### config.mk
export PLATFORM = sky130hd
export DESIGN_NAME = sum_level_tracker
export DESIGN_NICKNAME = d
export VERILOG_FILES = /design/src/rtl/sum_level_pkg.sv /design/src/rtl/sum_level_debounce.sv /design/src/rtl/sum_level_tracker.sv
export SDC_FILE = /design/constraint.sdc
export NUM_CORES = 1
export LEC_CHECK = 0
export BUFFER_PORTS_ARGS = -buffer_cell sky130_fd_sc_hd__buf_2
export CORE_ASPECT_RATIO = 1.1
export CORE_UTILIZATION = 35
export DETAILED_ROUTE_END_ITERATION = 10
export PLACE_DENSITY = 0.59
export SLEW_MARGIN = 20
export SYNTH_ARGS = -nofsm -noshare
export SYNTH_HDL_FRONTEND = slang
export SYNTH_SLANG_ARGS = --single-unit
### constraint.sdc
create_clock -name clk -period 3 [get_ports clk]
set_input_delay 0.3 -clock clk [delete_from_list [all_inputs] [get_ports clk]]
set_output_delay 0.3 -clock clk [all_outputs]
set_load 0.01 [all_outputs]
### src/rtl/sum_level_pkg.sv
// sum_level_pkg: level encoding, default thresholds and the hysteretic band classifier
//   level_t  : LVL_LOW/LVL_MID/LVL_HIGH/LVL_OVER committed-level encoding
//   band_of  : candidate level for a sum given the current level; upward moves use
//              exact thresholds, downward moves require sum < T-hyst
package sum_level_pkg;
  typedef enum logic [1:0] {LVL_LOW, LVL_MID, LVL_HIGH, LVL_OVER} level_t;
  localparam int unsigned DEF_SUM_W = 4;
  localparam int unsigned DEF_T_MID = 4;
  localparam int unsigned DEF_T_HIGH = 8;
  localparam int unsigned DEF_T_OVER = 12;
  localparam int unsigned DEF_HYST = 1;
  localparam int unsigned DEF_DEB_CYC = 2;
  function automatic level_t band_of(input int unsigned s, input level_t cur,
                                     input int unsigned t_mid, input int unsigned t_high,
                                     input int unsigned t_over, input int unsigned hyst);
    logic [1:0] up, dn;
    up = 2'(s >= t_mid) + 2'(s >= t_high) + 2'(s >= t_over);
    // s + hyst >= t is s >= t - hyst without unsigned underflow
    dn = 2'(s + hyst >= t_mid) + 2'(s + hyst >= t_high) + 2'(s + hyst >= t_over);
    return up > cur ? level_t'(up) : dn < cur ? level_t'(dn) : cur;
  endfunction
endpackage

### src/rtl/sum_level_debounce.sv
// sum_level_debounce: candidate/count engine committing a new value after DEB_CYC valid samples
//   clk, rst_n : clock, async active-low reset
//   valid_i    : sample qualifier; cand/cnt hold while low
//   clr_i      : discard candidate and count (cand returns to 0)
//   raw_i      : candidate value for this sample
//   state_i    : currently committed value (held by the parent)
//   commit_o   : combinational, parent loads raw_i into its state on this edge
//   pending_o  : registered, candidate differs from state with debounce in progress
module sum_level_debounce #(
  parameter int unsigned DEB_CYC = 2,
  parameter int unsigned W = 2
) (
  input  logic         clk,
  input  logic         rst_n,
  input  logic         valid_i,
  input  logic         clr_i,
  input  logic [W-1:0] raw_i,
  input  logic [W-1:0] state_i,
  output logic         commit_o,
  output logic         pending_o
);
  localparam int unsigned CW = $clog2(DEB_CYC + 1);
  localparam logic [CW-1:0] DEB = CW'(DEB_CYC);
  logic [W-1:0] cand_q, cand_d;
  logic [CW-1:0] cnt_q, cnt_d, cnt_n;
  logic pend_q, pend_d, moved;
  always_comb begin
    moved = raw_i != state_i;
    // a new candidate restarts at 1; a repeated one gains a count
    cnt_n = raw_i == cand_q ? cnt_q + CW'(1) : CW'(1);
    commit_o = valid_i & ~clr_i & moved & (cnt_n == DEB);
    cand_d = clr_i ? '0 : valid_i ? raw_i : cand_q;
    cnt_d = clr_i ? '0 : ~valid_i ? cnt_q : (~moved | commit_o) ? '0 : cnt_n;
    pend_d = (cand_d != state_i) & (cnt_d != '0);
  end
  always_ff @(posedge clk or negedge rst_n)
    if (!rst_n) begin
      cand_q <= '0;
      cnt_q <= '0;
      pend_q <= 1'b0;
    end else begin
      cand_q <= cand_d;
      cnt_q <= cnt_d;
      pend_q <= pend_d;
    end
  assign pending_o = pend_q;
endmodule

### src/rtl/sum_level_tracker.sv
// sum_level_tracker: hysteretic, debounced LOW/MID/HIGH/OVER classification of an unsigned sum
//   clk, rst_n  : clock, async active-low reset
//   sum_i       : SUM_W-bit unsigned sample, used only when sum_valid_i is high
//   clr_over_i  : sticky-OVER clear, effective only with SUM_LVL_STICKY_OVER_EN defined
//   state_o     : committed level 0=LOW 1=MID 2=HIGH 3=OVER, registered
//   state_chg_o : one-cycle pulse when state_o takes a new value
//   pending_o   : candidate differs from state, debounce in progress
// Build option SUM_LVL_STICKY_OVER_EN: OVER latches until clr_over_i.
module sum_level_tracker
  import sum_level_pkg::*;
#(
  parameter int unsigned SUM_W = DEF_SUM_W,
  parameter int unsigned T_MID = DEF_T_MID,
  parameter int unsigned T_HIGH = DEF_T_HIGH,
  parameter int unsigned T_OVER = DEF_T_OVER,
  parameter int unsigned HYST = DEF_HYST,
  parameter int unsigned DEB_CYC = DEF_DEB_CYC
) (
  input  logic             clk,
  input  logic             rst_n,
  input  logic [SUM_W-1:0] sum_i,
  input  logic             sum_valid_i,
  input  logic             clr_over_i,
  output logic [1:0]       state_o,
  output logic             state_chg_o,
  output logic             pending_o
);
  level_t state_q, state_d, raw, band;
  logic chg_q, chg_d, clr, commit;
  assign band = band_of(32'(sum_i), state_q, T_MID, T_HIGH, T_OVER, HYST);
`ifdef SUM_LVL_STICKY_OVER_EN
  // a committed OVER pins the candidate to OVER so no exit can debounce
  assign raw = state_q == LVL_OVER ? LVL_OVER : band;
  assign clr = clr_over_i;
`else
  logic unused_clr_over;
  assign unused_clr_over = clr_over_i;
  assign raw = band;
  assign clr = 1'b0;
`endif
  sum_level_debounce #(.DEB_CYC(DEB_CYC), .W(2)) u_deb (
    .clk(clk),
    .rst_n(rst_n),
    .valid_i(sum_valid_i),
    .clr_i(clr),
    .raw_i(raw),
    .state_i(state_q),
    .commit_o(commit),
    .pending_o(pending_o)
  );
  always_comb begin
    state_d = clr ? LVL_LOW : commit ? raw : state_q;
    chg_d = clr | commit;
  end
  always_ff @(posedge clk or negedge rst_n)
    if (!rst_n) begin
      state_q <= LVL_LOW;
      chg_q <= 1'b0;
    end else begin
      state_q <= state_d;
      chg_q <= chg_d;
    end
  assign state_o = state_q;
  assign state_chg_o = chg_q;
endmodule

==> results.toml, run 1 <==
[yosys]
syn_area_sq_um = 653.1
synth_top_family_by_area = "compound AO/OA/AOI/OAI gates"
seq_area_frac_synth_pct = 30.65
synth_top_area_share_pct = 30.65
synth-simple-area-share_pct = 14.56
synth-xor-area-share_pct = 11.88
synth_area_per_cell_sq_um = 10.05
synth_nets = 79
synth_cell_types = 29
synthTopCellsByArea = "dfrtp_1, ha_1, xnor2_1"
synth_top_area_cell = "dfrtp_1"
ys_warn_count = 0
synthMuxAreaShare_pct = 8.429
synthAdderAreaFrac_pct = 12.64
ys_ff_latch = 8
syn_inst = 65
synth_compound_area_share_pct = 15.52

[setup_path]
crit_family = "adder cells"
r2r_start = "state_o[1]"
cp_cell_sequence = "buf_2 -> ha_1 -> nor2_1 -> mux2_2 -> o21ai_0 -> fa_1 -> ha_1 -> nor2_1 -> o22ai_1 -> mux2_2 -> xor2_2 -> a32o_2 -> a221oi_2"
crit_fanout = 4
ff2ff_path_depth = 8
cpPeakStageDelay_ns = 0.47
crit_buf_inv = 1
endpoint_kind = "flip-flop"
critical_path_class = "input pin to flip-flop"
r2r-end = "u_deb.pending_o"
worstPathRequired_ns = 3.16
critPathLaunchType = "input pin"
r2r_slack_ns = 0.55
crit_path_top_delay_cell = "fa_1"
crit_arrival_ns = 2.96

[global_route]
grt.total_usage_pct = 12.60
grt_pass1_wl_um = 1800
antenna_found_initial = 0
grt_max_degree = 10
grt_pass1_vias = 441
grt-ovfl-total = 0

[clock_tree]
clk_pin_slew_ns = 0.05
clk_path_buf_depth = 2
clock_sinks = 8
cts_tree = "done"
cts_resized = 0
cts_root_buffer = "clkbuf_4"
cts_buffers = 3
insertion_delay_ns = 0.26
htreeDepth = 1
post_cts_buffers = 0

[timing]
fin_crit_ns = 2.805
setup_ws_ns = 0.1949
rsz0062_at_grt = "false"
fin_crit_sh_pct = 93.50
fin_skew_ns = 0.008233
hold_violations = 0
setup_viol = 0
max_slew_margin_pct = 77.39
fmax_ghz = 0.3565
worstMarginPinSlew_ns = 0.3366
drv_slew = 0

[final_layout]
nFillCells = 179
area_growth_pct = 15.52
seqCellArea_sq_um = 200.2
nets = 95
postLayoutCellArea_sq_um = 754.5
final_common_cell = "buf_2"
drive_gt1_share_pct = 29.11
n_antenna_cell = 0
multiInputGateArea_sq_um = 411.6
mostFrequentLayoutCells = "buf_2, dfrtp_1, nor2_1, inv_1"

[run]
cap_viol_max_count = 0

[placed_design]
dp_slack_ns = -0.07503
placed_area_sq_um = 721.9
dp_hpwl_um = 850
globalplace.congestion = 0.7744
port_buffers = 10

[detailed_routing]
wirelength_um = 1072
post_drt_wl_per_cell_um = 11.05
detail-route-antenna-nets = 0
firstDrtPassIters = 4
drt-vias-per-instance = 5.062
vias = 491
drt_iter0_drc = 9
drc = 0

[power_and_ir_drop]
vdd_drop_max_uv = 547.5
power_density_nw_per_um2 = 1025
leakage_nw = 0.3605

[floorplanning]
die_area_sq_um = 2043
die_w_um = 43.19
die_h_um = 47.31
core_area_sq_um = 1762
initial_core_util_pct = 37.07
top_level_ports = 12
rows = 16

[run_status]
status = "completed"

[hold_path]
hold_depth = 2
min_path_type = "input pin to flip-flop"
hold_end = "u_deb.cnt_q[0]"
worstHoldStart = "sum_valid_i"
==> registers in the layout (all words and copies together) (netlist names) <==
register / cells
u_deb.cnt_q: 2
u_deb.cand_q: 2
u_deb.pending_o: 1
state_o: 2
state_chg_o: 1
==> what timing repair did <==
| item | 4_1_cts | 5_1_grt |
|---|---|---|
| hold buffers | 1 | 0 |
| endpoints found under the setup margin | 0 | 0 |
| endpoints found under the hold margin | 8 | 0 |
==> kinds of logic after synthesis <==
group                      after synthesis
and+or+nand+nor                         19
AOI/OAI and AO/OA                       11
xor gates and xnor gates                 8
buffers and inverters                    8
DFF                                      8
adders and majority gates                6
muxes                                    5
==> metal layers <==
metal,share of wire [%],GRT usage (%),up-vias
met5,0,0,-
li1,-,-,252
met4,2.5,9.091,0
met2,44,20.90,12
met1,49,14.88,223
met3,4.1,2.308,4
==> per-stage QoR <==
stage / total power [W] / utilization, % / TNS (ns) / hold slack [ns] / instances
floorplan: 0.0005954 / - / 0 / 0.004409 / 65
global placement: 0.0006863 / 40.98 / -0.08404 / 0.1512 / 93
detailed placement: 0.0006932 / 40.98 / -0.1221 / 0.1525 / 93
CTS: 0.0007830 / 42.83 / 0 / 0.3472 / 97
global route: 0.0008424 / 42.83 / 0 / 0.3577 / 97
finish: 0.0007734 / 42.83 / 0 / 0.3556 / 97
==> worst max path at each step <==
stage,slack (ns),from,to,cells after the start
after global routing,0.001,sum_i[0],state_o[1],13
after CTS,0.19,sum_i[0],u_deb.pending_o,13
after detailed placement,-0.08,sum_i[0],u_deb.pending_o,13
after global placement,-0.06,sum_i[0],u_deb.pending_o,13
final,0.19,sum_i[0],u_deb.pending_o,13
after floorplan,0.17,sum_i[0],u_deb.pending_o,12
==> power by group <==
part           leakage (nW)  switching [W]  total [W]  internal, W
sequential           0.0970      0.0000542   0.000208     0.000154
combinational         0.250       0.000237   0.000481     0.000245
clock                0.0138      0.0000381  0.0000840    0.0000459
total                 0.360       0.000329   0.000773     0.000444
==> worst register-to-register path: stages (launching register included) <==
cell and delay [ns]:
dfrtp_1 0.49, inv_1 0.12, ha_1 0.33, nor2b_4 0.14
o21ai_1 0.14, mux2_2 0.41, xor2_2 0.17, a32o_2 0.28
a221oi_2 0.26
==> layout make-up <==
cell class,instances,share of cell area [%]
inverters,6,2.985
flip-flops and latches,8,26.53
repair buffers,13,9.950
clock buffers,3,2.985
multi-input cells,49,54.56
well taps,18,2.985
==> Yosys cell counts <==
cell	count
dfrtp_1	8
nor2_1	7
inv_1	6
ha_1	5
xnor2_1	5
nor3_1	4
mux2_2	3
nand3_1	3
a21oi_1	2
nand2_1	2
xor2_1	2
a211oi_1	1
a21boi_0	1
a221oi_2	1
a311oi_4	1
a32o_2	1
and2_1	1
buf_2	1
clkbuf_8	1
fa_1	1
mux2_1	1
mux2i_1	1
nor2b_1	1
nor2b_4	1
o21a_1	1
o21ai_0	1
o21ai_1	1
o22ai_1	1
xor2_2	1
Power figures use the tool's default switching activity.
==> run 2, diff against run 1 <==
RECOVER_POWER = 25   (was unset)
==> run 2 against run 1 <==
  * Combinational power hardly changed
  * Register-to-register slack is essentially flat
  * Clock skew barely moved
  * Non-clock buffer count unchanged
  * Design area fell by 0.17%
  * Maximum frequency did not move
  * Sequential cell count unchanged
  * Largest cell class unchanged
  * Largest power group unchanged
==> results.toml, run 2 (synthesis results as in run 1) <==
[run_status]
status = "completed"

[setup_path]
r2r-end = "u_deb.pending_o"
critPathLaunchType = "input pin"
crit_path_top_delay_cell = "fa_1"
crit_fanout = 4
endpoint_kind = "flip-flop"
cp_cell_sequence = "buf_2 -> ha_1 -> nor2_1 -> mux2_2 -> o21ai_0 -> fa_1 -> ha_1 -> nor2_1 -> o22ai_1 -> mux2_2 -> xor2_2 -> a32o_2 -> a221oi_2"
cpPeakStageDelay_ns = 0.47
crit_arrival_ns = 2.96
r2r_slack_ns = 0.55
ff2ff_path_depth = 8
critical_path_class = "input pin to flip-flop"
r2r_start = "state_o[1]"
worstPathRequired_ns = 3.16

[final_layout]
final_core_util_pct = 42.76
nets = 95
n_antenna_cell = 0
area_growth_pct = 15.33
multiInputGateArea_sq_um = 411.6
drive_gt1_share_pct = 27.85
postLayoutCellArea_sq_um = 753.2
finalNonFillerCells = 97
nFillCells = 180
mostFrequentLayoutCells = "buf_2, dfrtp_1, nor2_1, inv_1"
final_common_cell = "buf_2"
seqCellArea_sq_um = 200.2

[detailed_routing]
post_drt_wl_per_cell_um = 11.03
drt_iter0_drc = 9
wirelength_um = 1070
drc = 0
vias = 491
detail-route-antenna-nets = 0
firstDrtPassIters = 4
drt-vias-per-instance = 5.062

[placed_design]
placed_area_sq_um = 721.9
place_inst = 93
port_buffers = 10
dp_hpwl_um = 850
globalplace.congestion = 0.7744

[run]
cap_viol_max_count = 0

[hold_path]
hold_depth = 2
worstHoldStart = "sum_valid_i"
min_path_type = "input pin to flip-flop"
hold_end = "u_deb.cnt_q[0]"

[timing]
hold_violations = 0
drv_slew = 0
fmax_ghz = 0.3565
worstMarginPinSlew_ns = 0.4283
rsz0062_at_grt = "false"
fin_crit_ns = 2.805
max_slew_margin_pct = 71.44
fin_skew_ns = 0.008233
setup_viol = 0
fin_crit_sh_pct = 93.50

[power_and_ir_drop]
vdd_drop_max_uv = 547.5
leakage_nw = 0.3577
power_density_nw_per_um2 = 1027

[clock_tree]
htreeDepth = 1
cts_tree = "done"
clk_pin_slew_ns = 0.05
post_cts_buffers = 0
insertion_delay_ns = 0.26
cts_buffers = 3
cts_root_buffer = "clkbuf_4"
clock_sinks = 8
clk_path_buf_depth = 2
cts_resized = 0

[floorplanning]
initial_core_util_pct = 37.07
core_area_sq_um = 1762
die_area_sq_um = 2043
die_h_um = 47.31
die_w_um = 43.19
rows = 16
top_level_ports = 12

[global_route]
grt_pass1_vias = 441
grt-ovfl-total = 0
grt.total_usage_pct = 12.60
grt_pass1_wl_um = 1800
antenna_found_initial = 0
grt_max_degree = 10
-- run 2: changes by cell type in the layout (fill, tap and decap cells not counted), sizes merged --
cell    previous run  this run
buf               12        11
clkbuf             3         4
-- run 2: metrics by stage --
step | setup TNS (ns) | power (W) | hold slack, ns | setup WS, ns
2_1_floorplan | 0 | 0.0005954 | 0.004409 | 0.1687
5_1_grt | 0 | 0.0008422 | 0.3577 | 0.001002
4_1_cts | 0 | 0.0007830 | 0.3472 | 0.1863
3_5_place_dp | -0.1221 | 0.0006932 | 0.1525 | -0.07503
3_3_place_gp | -0.08404 | 0.0006863 | 0.1512 | -0.05532
6_report | 0 | 0.0007732 | 0.3556 | 0.1949
-- run 2: worst max-delay path by stage --
stage / from / to / slack (ns) / cells past startpoint
global placement: sum_i[0] / u_deb.pending_o / -0.06 / 13
finish: sum_i[0] / u_deb.pending_o / 0.19 / 13
global route: sum_i[0] / state_o[1] / 0.001 / 13
CTS: sum_i[0] / u_deb.pending_o / 0.19 / 13
detailed placement: sum_i[0] / u_deb.pending_o / -0.08 / 13
floorplan: sum_i[0] / u_deb.pending_o / 0.17 / 12
-- run 2: worst max-delay path, delay by kind of cell --
family | cells | cell delay [ns]
AO/OA/AOI/OAI | 4 | 0.74
buffers and inverters | 1 | 0.10
XOR/XNOR | 1 | 0.17
adder cells (fa/ha/maj) | 3 | 0.95
multiplexers | 2 | 0.51
AND/OR/NAND/NOR | 2 | 0.19
-- run 2: layout make-up --
| cell class | instances | area share (%) |
|---|---|---|
| Clock buffer | 3 | 2.990 |
| Inverter | 6 | 2.990 |
| Multi-Input combinational cell | 49 | 54.65 |
| Sequential cell | 8 | 26.58 |
| Tap cell | 18 | 2.990 |
| Timing Repair Buffer | 13 | 9.801 |
-- run 2: layer usage --
layer	GRT usage (%)	share of wire, %
met1	14.88	49
met2	20.90	44
met3	2.308	4.1
met4	9.091	2.5
met5	0	0
-- run 2: repair_timing --
action,4_1_cts,5_1_grt
setup endpoints to repair,0,0
hold buffers,1,0
endpoints found under the hold margin,8,0
-- run 2: report_power, final --
part | internal (W) | switching [W]
clock | 0.0000459 | 0.0000381
combinational | 0.000244 | 0.000237
sequential | 0.000154 | 0.0000541
==> run 3, diff against run 2 <==
CORE_AREA = 2 2 39 41   (was unset)
CORE_ASPECT_RATIO = unset   (was 1.1)
CORE_UTILIZATION = unset   (was 35)
DIE_AREA = 0 0 41 43   (was unset)
PLACE_DENSITY = 0.77   (was 0.59)
==> run 3 against run 2 <==
  * Die area is 14% lower
  * Worst hold slack better by 0.0016 ns
  * Sequential power is 2% higher
  * Largest power group unchanged
  * Largest cell class unchanged
  * Sequential cell count stayed put
  * Register-to-register slack hardly changed
  * Critical endpoint unchanged
  * Via count is 2.0% higher
  * Clock skew is 0.00096 ns lower
  * Clock power is 3.3% lower
==> results.toml, run 3 (synthesis results as in run 1) <==
[final_layout]
finalNonFillerCells = 95
mostFrequentLayoutCells = "buf_2, dfrtp_1, nor2_1, inv_1, ha_1"
final_core_util_pct = 55.70
n_antenna_cell = 0
drive_gt1_share_pct = 32.91
nets = 95
area_growth_pct = 18.01
final_common_cell = "buf_2"

[timing]
fin_crit_sh_pct = 93.17
hold_violations = 0
worstMarginPinSlew_ns = 0.4314
fin_crit_ns = 2.795
max_slew_margin_pct = 71.24
holdWs_ns = 0.3572
fmax_ghz = 0.3578
rsz0062_at_grt = "false"
drv_slew = 0
setup_viol = 0
fin_skew_ns = 0.007273
finalSetupTns_ns = 0

[setup_path]
critPathLaunchType = "input pin"
crit_start = "sum_i[0]"
cp_cell_sequence = "buf_2 -> ha_1 -> nor2_1 -> mux2_2 -> o21ai_0 -> fa_2 -> ha_1 -> nor2_1 -> o22ai_1 -> mux2_2 -> xor2_2 -> a32o_2 -> a221oi_2"
crit_fanout = 4
crit_path_top_delay_cell = "fa_2"
critical_path_class = "input pin to flip-flop"
r2r_start = "state_o[1]"
crit_buf_inv = 1
crit_family = "adder cells"
endpoint_kind = "flip-flop"
crit_arrival_ns = 2.96
worstPathRequired_ns = 3.16
cpPeakStageDelay_ns = 0.42

[power_and_ir_drop]
finalPower_w = 0.0008002
power_density_nw_per_um2 = 1038
leakage_nw = 0.3641
vdd_drop_max_uv = 418.7

[floorplanning]
die_h_um = 43
die_area_sq_um = 1763
rows = 14
initial_core_util_pct = 47.20
core_area_sq_um = 1384
top_level_ports = 12
die_w_um = 41

[global_route]
grt.total_usage_pct = 16.31
antenna_found_initial = 0
grt_max_degree = 10
grt_pass1_wl_um = 1959
grt-ovfl-total = 0
grt_pass1_vias = 520

[hold_path]
min_path_type = "input pin to flip-flop"
worstHoldStart = "sum_valid_i"

[run]
cap_viol_max_count = 0

[clock_tree]
clk_path_buf_depth = 2
cts_tree = "done"
htreeDepth = 1
insertion_delay_ns = 0.25
cts_buffers = 3
clock_sinks = 8
clk_pin_slew_ns = 0.06
cts_root_buffer = "clkbuf_4"

[detailed_routing]
drc = 0
post_drt_wl_per_cell_um = 12.04
detail-route-antenna-nets = 0
drt_iter0_drc = 3
drt-vias-per-instance = 5.274
firstDrtPassIters = 3
vias = 501
wirelength_um = 1144

[placed_design]
globalplace.congestion = 0.7163
dp_hpwl_um = 923.5
port_buffers = 10
place_inst = 91

[run_status]
status = "completed"
## run 3: cell counts in the layout (fill, tap and decap cells not counted)
Identical to the previous run, type by type.
## run 3: stage by stage
| stage | setup WS [ns] | instance area, sq um |
|---|---|---|
| after global routing | 0.01284 | 770.7 |
| after CTS | 0.1557 | 752.0 |
| final | 0.2049 | 770.7 |
| after floorplan | 0.1687 | 653.1 |
| after global placement | -0.04091 | 719.4 |
| after detailed placement | -0.09536 | 719.4 |
## run 3: layer usage
metal | up-vias | share of wire, % | global-route usage [%]
met1 | 240 | 43 | 18.54
met4 | 0 | 0 | 4.000
met2 | 8 | 54 | 26.25
met5 | - | 0 | 0
met3 | 0 | 3.0 | 7.853
li1 | 253 | - | -
## run 3: path summary, 6_finish.rpt
kind                                   end  slack (ns)  depth (start not counted)
setup / recovery           u_deb.pending_o        0.20                         13
hold / removal             u_deb.pending_o        0.36                          2
setup reg to reg           u_deb.pending_o        0.55                          8
hold reg to reg             u_deb.cnt_q[1]        0.56                          1
max in group asynchronous       state_o[0]        2.20                          2
min in group asynchronous      state_chg_o        0.49                          2
## run 3: repair_timing
action / CTS / global route
setup endpoints to repair: 0 / 3
buffers inserted: 0 / 0
hold endpoints to repair: 8 / 0
hold buffers: 1 / 0
resized for setup: 0 / 4
## run 3: power breakdown
part           switching (W)  total [W]  internal (W)
clock              0.0000355  0.0000812     0.0000457
sequential         0.0000582   0.000212      0.000154
combinational       0.000248   0.000507      0.000258
total               0.000342   0.000800      0.000458
## run 3: final cells by class
type | count | area (sq um)
fill | 122 | 613.1
clock buffer | 3 | 22.52
sequential | 8 | 200.2
tap | 16 | 20.02
timing repair buffer | 13 | 73.82
inverter | 6 | 22.52
multi-input combinational | 49 | 431.7
## run 3: worst reg2reg max path: stages, from the launching register on
cell	delay, ns
dfrtp_1	0.50
inv_1	0.11
ha_1	0.35
nor2b_4	0.15
o21ai_1	0.13
mux2_2	0.41
xor2_2	0.17
a32o_2	0.29
a221oi_2	0.26
